File: config.mk
export PLATFORM = sky130hd
export DESIGN_NAME = multi_issue_select_flat
export DESIGN_NICKNAME = d
export VERILOG_FILES = /design/src/rtl/multi_issue_select_if.sv /design/src/rtl/multi_issue_select.sv /design/src/flat_wrapper.sv
export SDC_FILE = /design/constraint.sdc
export NUM_CORES = 1
export LEC_CHECK = 0
export ABC_AREA = 1
export BUFFER_PORTS_ARGS = -buffer_cell sky130_fd_sc_hd__buf_2
export CORE_ASPECT_RATIO = 0.5
export CORE_MARGIN = 8
export CORE_UTILIZATION = 46
export CTS_CLUSTER_SIZE = 16
export DETAILED_ROUTE_END_ITERATION = 12
export GPL_ROUTABILITY_DRIVEN = 1
export GPL_TIMING_DRIVEN = 1
export PLACE_DENSITY_LB_ADDON = 0.3
export SLEW_MARGIN = 20
export SYNTH_ARGS = -nofsm -noshare
export SYNTH_HDL_FRONTEND = slang
export SYNTH_SLANG_ARGS = --single-unit
File: constraint.sdc
create_clock -name clk -period 2.1 [get_ports clk]
set_input_delay 0.21 -clock clk [delete_from_list [all_inputs] [get_ports clk]]
set_output_delay 0.21 -clock clk [all_outputs]
set_load 0.1 [all_outputs]
File: src/rtl/multi_issue_select_if.sv
// rtl/multi_issue_select_if.sv - reservation-buffer/execution-unit bundle for the issue selector
interface multi_issue_select_if #(
  parameter int BUF_SIZE    = 8,
  parameter int ISSUE_WIDTH = 2,
  parameter int IDX_W       = $clog2(BUF_SIZE),
  parameter int CNT_W       = $clog2(ISSUE_WIDTH + 1)
);
  logic                                 flush;
  logic                                 is_tag_flooded;
  logic [BUF_SIZE-1:0]                  exec_rdy;
  logic [BUF_SIZE-1:0]                  addr_pending;
  logic [ISSUE_WIDTH-1:0]               out_valid;
  logic [ISSUE_WIDTH-1:0]               out_ready;
  logic [ISSUE_WIDTH*(IDX_W+1)-1:0]     out_tag;
  logic [ISSUE_WIDTH-1:0]               out_gen_addr;
  logic [BUF_SIZE-1:0]                  grant_mask;
  logic [CNT_W-1:0]                     slot_count;

  modport master (
    output flush, is_tag_flooded, exec_rdy, addr_pending, out_ready,
    input  out_valid, out_tag, out_gen_addr, grant_mask, slot_count
  );

  modport slave (
    input  flush, is_tag_flooded, exec_rdy, addr_pending, out_ready,
    output out_valid, out_tag, out_gen_addr, grant_mask, slot_count
  );
endinterface

File: src/rtl/multi_issue_select.sv
// rtl/multi_issue_select.sv - oldest-first multi-slot issue selector with per-slot valid/ready
module multi_issue_select #(
  parameter int BUF_SIZE    = 8,
  parameter int ISSUE_WIDTH = 2,
  parameter int IDX_W       = $clog2(BUF_SIZE)
) (
  input  logic                 clk,
  input  logic                 reset,
  multi_issue_select_if.slave  bus
);
  localparam int CNT_W = $clog2(ISSUE_WIDTH + 1);

  if (ISSUE_WIDTH < 1 || ISSUE_WIDTH > 4 || ISSUE_WIDTH > BUF_SIZE) begin : g_bad_width
    $error("multi_issue_select: ISSUE_WIDTH must be 1..4 and not exceed BUF_SIZE");
  end

  logic [ISSUE_WIDTH-1:0]            valid_q, valid_d;
  logic [ISSUE_WIDTH-1:0][IDX_W:0]   tag_q, tag_d;
  logic [ISSUE_WIDTH-1:0]            gen_q, gen_d;
  logic [CNT_W-1:0]                  cnt_q, cnt_d;

  logic [BUF_SIZE-1:0]               held;
  logic [BUF_SIZE-1:0]               avail;
  logic [BUF_SIZE-1:0]               grant;
  logic [ISSUE_WIDTH-1:0]            slot_open;
  logic [ISSUE_WIDTH-1:0]            fill;
  logic [ISSUE_WIDTH-1:0][IDX_W-1:0] fill_idx;
  logic                              found;

  // Entries sitting in a stalled slot must not be picked again.
  always_comb begin
    held      = '0;
    slot_open = '0;
    for (int s = 0; s < ISSUE_WIDTH; s++) begin
      slot_open[s] = !valid_q[s] || bus.out_ready[s];
      if (valid_q[s] && !bus.out_ready[s]) begin
        held[tag_q[s][IDX_W-1:0]] = 1'b1;
      end
    end
  end

  // Each open slot in ascending order takes the lowest-index remaining candidate.
  always_comb begin
    avail    = bus.exec_rdy & ~held;
    grant    = '0;
    fill     = '0;
    fill_idx = '0;
    found    = 1'b0;
    if (!reset && !bus.flush) begin
      for (int s = 0; s < ISSUE_WIDTH; s++) begin
        found = 1'b0;
        if (slot_open[s]) begin
          for (int e = 0; e < BUF_SIZE; e++) begin
            if (!found && avail[e]) begin
              found       = 1'b1;
              fill[s]     = 1'b1;
              fill_idx[s] = IDX_W'(e);
              avail[e]    = 1'b0;
              grant[e]    = 1'b1;
            end
          end
        end
      end
    end
  end

  always_comb begin
    valid_d = valid_q;
    tag_d   = tag_q;
    gen_d   = gen_q;
    cnt_d   = '0;
    if (bus.flush) begin
      valid_d = '0;
    end else begin
      for (int s = 0; s < ISSUE_WIDTH; s++) begin
        if (slot_open[s]) begin
          valid_d[s] = fill[s];
          if (fill[s]) begin
            tag_d[s] = {bus.is_tag_flooded, fill_idx[s]};
            gen_d[s] = bus.addr_pending[fill_idx[s]];
          end
        end
      end
    end
    for (int s = 0; s < ISSUE_WIDTH; s++) begin
      cnt_d = cnt_d + CNT_W'(valid_d[s]);
    end
  end

  always_ff @(posedge clk or posedge reset) begin
    if (reset) begin
      valid_q <= '0;
      tag_q   <= '0;
      gen_q   <= '0;
      cnt_q   <= '0;
    end else begin
      valid_q <= valid_d;
      tag_q   <= tag_d;
      gen_q   <= gen_d;
      cnt_q   <= cnt_d;
    end
  end

  assign bus.grant_mask   = grant;
  assign bus.out_valid    = valid_q;
  assign bus.out_tag      = tag_q;
  assign bus.out_gen_addr = gen_q;
  assign bus.slot_count   = cnt_q;
endmodule

File: src/flat_wrapper.sv
// flat-port wrapper written by rule: the top's interface ports become plain ports
module multi_issue_select_flat 
#(
  parameter int BUF_SIZE    = 8,
  parameter int ISSUE_WIDTH = 2,
  parameter int IDX_W       = $clog2(BUF_SIZE)
)
  (clk, reset, bus_flush, bus_is_tag_flooded, bus_exec_rdy, bus_addr_pending, bus_out_ready, bus_out_valid, bus_out_tag, bus_out_gen_addr, bus_grant_mask, bus_slot_count);
  multi_issue_select_if #(.BUF_SIZE(BUF_SIZE), .ISSUE_WIDTH(ISSUE_WIDTH), .IDX_W(IDX_W)) bus_i ();
  input  logic clk;
  input  logic reset;
  input wire logic [$bits(bus_i.flush)-1:0] bus_flush;
  input wire logic [$bits(bus_i.is_tag_flooded)-1:0] bus_is_tag_flooded;
  input wire logic [$bits(bus_i.exec_rdy)-1:0] bus_exec_rdy;
  input wire logic [$bits(bus_i.addr_pending)-1:0] bus_addr_pending;
  input wire logic [$bits(bus_i.out_ready)-1:0] bus_out_ready;
  output wire logic [$bits(bus_i.out_valid)-1:0] bus_out_valid;
  output wire logic [$bits(bus_i.out_tag)-1:0] bus_out_tag;
  output wire logic [$bits(bus_i.out_gen_addr)-1:0] bus_out_gen_addr;
  output wire logic [$bits(bus_i.grant_mask)-1:0] bus_grant_mask;
  output wire logic [$bits(bus_i.slot_count)-1:0] bus_slot_count;
  assign bus_i.flush = bus_flush;
  assign bus_i.is_tag_flooded = bus_is_tag_flooded;
  assign bus_i.exec_rdy = bus_exec_rdy;
  assign bus_i.addr_pending = bus_addr_pending;
  assign bus_i.out_ready = bus_out_ready;
  assign bus_out_valid = bus_i.out_valid;
  assign bus_out_tag = bus_i.out_tag;
  assign bus_out_gen_addr = bus_i.out_gen_addr;
  assign bus_grant_mask = bus_i.grant_mask;
  assign bus_slot_count = bus_i.slot_count;
  multi_issue_select #(.BUF_SIZE(BUF_SIZE), .ISSUE_WIDTH(ISSUE_WIDTH), .IDX_W(IDX_W)) u_core (.clk(clk), .reset(reset), .bus(bus_i));
endmodule
==> impl_metrics.env, run 1 <==
export IMPL_chipWidth_um=95.1
export IMPL_synthCells=208
export IMPL_error_line="[ERROR DPL-0038] Utilization greater than 100%, impossible to legalize"
export IMPL_cts_max_path_buffers=2
export IMPL_synthTopCellsByCount="nand2_1, inv_1, nand3_1"
export IMPL_numCtsBuffers=3
export IMPL_place_gp_congestion=0.980
export IMPL_synthesis_area_um2=1440
export IMPL_initial_core_util_pct=48.0
export IMPL_dp_hpwl_um=4820
export IMPL_syn_nets=231
export IMPL_yosysTopAreaCell="dfrtp_1"
export IMPL_cts_hold_buffers=0
export IMPL_htree_levels=1
export IMPL_synth_cell_types=30
export IMPL_place_area_um2=2480
export IMPL_ys_seq_elements=14
export IMPL_cts_root_buf="clkbuf_8"
export IMPL_worstEndpointType="primary output"
export IMPL_grt_max_degree=15
export IMPL_synthTopCellsByArea="dfrtp_1, nand2_1, nand3_1, inv_1, nor2_1"
export IMPL_synth_top_area_share_pct=24.3
export IMPL_syn_area_per_cell_um2=6.92
export IMPL_yosys_most_used_dff="dfrtp_1"
export IMPL_yosysMostFrequentCell="nand2_1"
export IMPL_io_pins=44
export IMPL_cts_sinks=14
export IMPL_haltStage="global routing (5_1_grt)"
export IMPL_pre_cts_slack_ns=-0.380
export IMPL_synth_edff_count=0
export IMPL_worst_endpoint="bus_grant_mask[7]"
export IMPL_ys_async_sr_fraction_pct=100
export IMPL_outcome="did not finish"
export IMPL_placementRows=14
export IMPL_port_buffers=43
export IMPL_yosysSeqAreaShare_pct=24.3
export IMPL_die_y_um=55.5
export IMPL_yosysWarnings=0
-- repair_timing --
action	4_1_cts
setup buffers	21
resized for setup	40
setup endpoints to repair	21
cloned	2
pin swaps	22
-- per-stage QoR --
stage	hold slack [ns]	std cells
4_1_cts	0.0226	370
3_5_place_dp	0.285	346
3_3_place_gp	0.281	346
2_1_floorplan	0.0994	208
-- logic make-up after synthesis --
family | Yosys count | share of synthesized area, %
and+or+nand+nor | 128 | 50.1
buffers and inverters | 37 | 10.7
AOI/OAI and AO/OA | 28 | 14.0
DFF | 14 | 24.3
adders and majority gates | 1 | 0.869
==> run 2, diff against run 1 <==
--- a/config.mk
+++ b/config.mk
@@ -7,14 +7,12 @@
 export LEC_CHECK = 0
 export ABC_AREA = 1
 export BUFFER_PORTS_ARGS = -buffer_cell sky130_fd_sc_hd__buf_2
-export CORE_ASPECT_RATIO = 0.5
-export CORE_MARGIN = 8
-export CORE_UTILIZATION = 46
-export CTS_CLUSTER_SIZE = 16
+export CORE_AREA = 8 8 69 71
 export DETAILED_ROUTE_END_ITERATION = 12
+export DIE_AREA = 0 0 77 79
 export GPL_ROUTABILITY_DRIVEN = 1
 export GPL_TIMING_DRIVEN = 1
-export PLACE_DENSITY_LB_ADDON = 0.3
+export PLACE_DENSITY_LB_ADDON = 0.15
 export SLEW_MARGIN = 20
 export SYNTH_ARGS = -nofsm -noshare
 export SYNTH_HDL_FRONTEND = slang
==> constraint.sdc (replaced) <==
create_clock -name clk -period 2.7 [get_ports clk]
set_input_delay 0.27 -clock clk [delete_from_list [all_inputs] [get_ports clk]]
set_output_delay 0.27 -clock clk [all_outputs]
set_load 0.1 [all_outputs]
==> impl_metrics.env, run 2 <==
export IMPL_ys_async_sr_fraction_pct=100
export IMPL_path_clk_slew_ns=0.06
export IMPL_finalSetupTns_ns=0
export IMPL_synth_cell_types=30
export IMPL_syn_nets=231
export IMPL_r2r_end="u_core.bus.slot_count[0]"
export IMPL_p_int_uw=499
export IMPL_cts_root_buf="clkbuf_8"
export IMPL_core_area_um2=3800
export IMPL_multi_input_area_um2=1060
export IMPL_syn_area_per_cell_um2=6.92
export IMPL_vdd_drop_max_mv=0.457
export IMPL_nFillCells=409
export IMPL_pre_cts_slack_ns=0.0184
export IMPL_start_kind="register"
export IMPL_drv_cap=0
export IMPL_vias=1625
export IMPL_syn_to_final_growth_pct=47.4
export IMPL_power_switching_uw=545
export IMPL_cts_tree="built"
export IMPL_wl_per_cell_um=14.2
export IMPL_worst_pin_slew_ns=0.533
export IMPL_gr_total_overflow=0
export IMPL_switching_share_pct=52.2
export IMPL_p_comb_share_pct=53.7
export IMPL_numCtsBuffers=3
export IMPL_regArea_um2=368
export IMPL_r2r_cells=9
export IMPL_synthesis_area_um2=1440
export IMPL_layout_commonest_cell="nand2_1"
export IMPL_seqPwrFrac_pct=27.1
export IMPL_vias_per_cell=5.05
export IMPL_place_gp_congestion=0.904
export IMPL_crit_arrival_ns=2.35
export IMPL_synth_top_area_share_pct=24.3
export IMPL_ant_nets=0
export IMPL_fmax_mhz=382
export IMPL_yosysWarnings=0
export IMPL_grt_pass1_wl_um=7670
export IMPL_hold_ws_ns=0.0706
export IMPL_htree_levels=1
export IMPL_synthTopCellsByArea="dfrtp_1, nand2_1, nand3_1, inv_1, nor2_1"
export IMPL_layout_drive_gt1_share_pct=46.7
export IMPL_fin_worst_skew_ns=0.000891
export IMPL_rrSetupSlack_ns=0.29
export IMPL_die_y_um=79
export IMPL_io_pins=44
export IMPL_fin_crit_sh_pct=96.9
export IMPL_chipWidth_um=77
export IMPL_path_max_fanout=7
export IMPL_die_area_um2=6080
export IMPL_yosysMostFrequentCell="nand2_1"
export IMPL_critPathKind="register to output port"
export IMPL_yosysSeqAreaShare_pct=24.3
export IMPL_dp_hpwl_um=3710
export IMPL_firstDrtPassIters=4
export IMPL_p_leak_nw=1.04
export IMPL_initial_core_util_pct=37.9
export IMPL_cts_hold_buffers=0
export IMPL_layout_setup_ws_ns=0.0837
export IMPL_hold_violations=0
export IMPL_yosys_most_used_dff="dfrtp_1"
export IMPL_ys_seq_elements=14
export IMPL_rsz0062_at_grt="true"
export IMPL_final_nets=296
export IMPL_drt_total_wl_um=4590
export IMPL_clk_latency_ns=0.24
export IMPL_drt_iter0_markers=84
export IMPL_max_slew_margin_pct=64.4
export IMPL_synth_edff_count=0
export IMPL_n_antenna_cell=0
export IMPL_final_min_clock_period_ns=2.62
export IMPL_first_global_vias=1608
export IMPL_outcome="finished clean"
export IMPL_grt_use_total_pct=15.0
export IMPL_clkPwrFrac_pct=19.2
export IMPL_setup_viol=0
export IMPL_port_buffers=43
export IMPL_final_cell_mix="nand2_1, buf_2, inv_1"
export IMPL_slew_viol_final=0
export IMPL_cp_required_ns=2.43
export IMPL_synthCells=208
export IMPL_r2r_start="u_core.bus.out_valid[0]"
export IMPL_drcViolationCount=0
export IMPL_synthTopCellsByCount="nand2_1, inv_1, nand3_1"
export IMPL_hp_class="input pin to asynchronous set/reset pin"
export IMPL_cp_end_kind="output port"
export IMPL_power_density_nw_per_um2=492
export IMPL_grt_max_degree=15
export IMPL_cts_sinks=14
export IMPL_antenna_found_initial=0
export IMPL_cts_max_path_buffers=2
export IMPL_yosysTopAreaCell="dfrtp_1"
export IMPL_placementRows=23
export IMPL_largest_register_ffs=8
[run 2: cell counts after synthesis]
Identical to the previous run, type by type.
[run 2: final cells by class]
class	count	area share, %
multi-input cells	157	50.1
repair buffers	62	20.6
flip-flops and latches	14	17.3
inverters	35	6.37
well taps	50	2.95
clock buffers	4	2.60
[run 2: logic make-up (layout without fill, tap and decap cells)]
logic type	after synthesis	in the layout	synth area share, %
AOI/OAI and AO/OA	28	28	14.0
buffers and inverters	37	101	10.7
and+or+nand+nor	128	128	50.1
adders and majority gates	1	1	0.869
DFF	14	14	24.3
[run 2: worst max path at each step]
stage,start,endpoint,slack (ns),depth (start not counted)
6_report,u_core.bus.out_valid[1],bus_grant_mask[6],0.08,12
5_1_grt,u_core.bus.out_valid[0],bus_grant_mask[7],-0.05,12
4_1_cts,u_core.bus.out_valid[1],bus_grant_mask[0],0.005,7
3_5_place_dp,u_core.bus.out_valid[0],u_core.bus.slot_count[0],0.02,16
3_3_place_gp,u_core.bus.out_valid[0],bus_grant_mask[7],0.06,13
2_1_floorplan,u_core.bus.out_valid[1],bus_grant_mask[2],-0.07,6
[run 2: power by group through the flow]
stage | Sequential (mW) | Combinational, mW | Clock, mW
global placement | 0.283 | 0.537 | 0
finish | 0.283 | 0.560 | 0.200
CTS | 0.279 | 0.545 | 0.206
floorplan | 0.494 | 0.213 | 0
detailed placement | 0.282 | 0.539 | 0
global route | 0.288 | 0.595 | 0.216
[run 2: critical path, stage by stage, from the launching register on]
cell	delay, ns
dfrtp_4	0.47
inv_2	0.07
nor2_4	0.05
buf_4	0.15
nand3_1	0.08
nor2_1	0.06
nor3_2	0.16
buf_4	0.16
inv_1	0.08
nor2_2	0.18
nand4_1	0.22
o32ai_4	0.19
buf_12	0.21
[run 2: routing by layer]
metal  GRT usage (%)  vias to the layer above  routed length, um
met5               0                        -                  0
met4            4.53                        0                 51
met3            2.03                        6                185
met2            25.6                       45               2220
met1            19.3                      752               2130
li1                -                      822                  -
[run 2: per-stage QoR]
| step | utilization (%) | std cells | total power, mW | area (um2) |
|---|---|---|---|---|
| after floorplan | - | 208 | 0.707 | 1550 |
| after global placement | 50.6 | 304 | 0.820 | 1920 |
| final | 55.8 | 322 | 1.04 | 2120 |
| after detailed placement | 50.6 | 304 | 0.820 | 1920 |
| after CTS | 53.2 | 313 | 1.03 | 2020 |
| after global routing | 55.8 | 322 | 1.10 | 2120 |
[run 2: what timing repair did]
action	CTS	global route
pin swaps	3	9
endpoints found under the setup margin	7	5
buffers inserted	5	9
gates resized for setup	2	10
(Power assumes the default switching activity.)
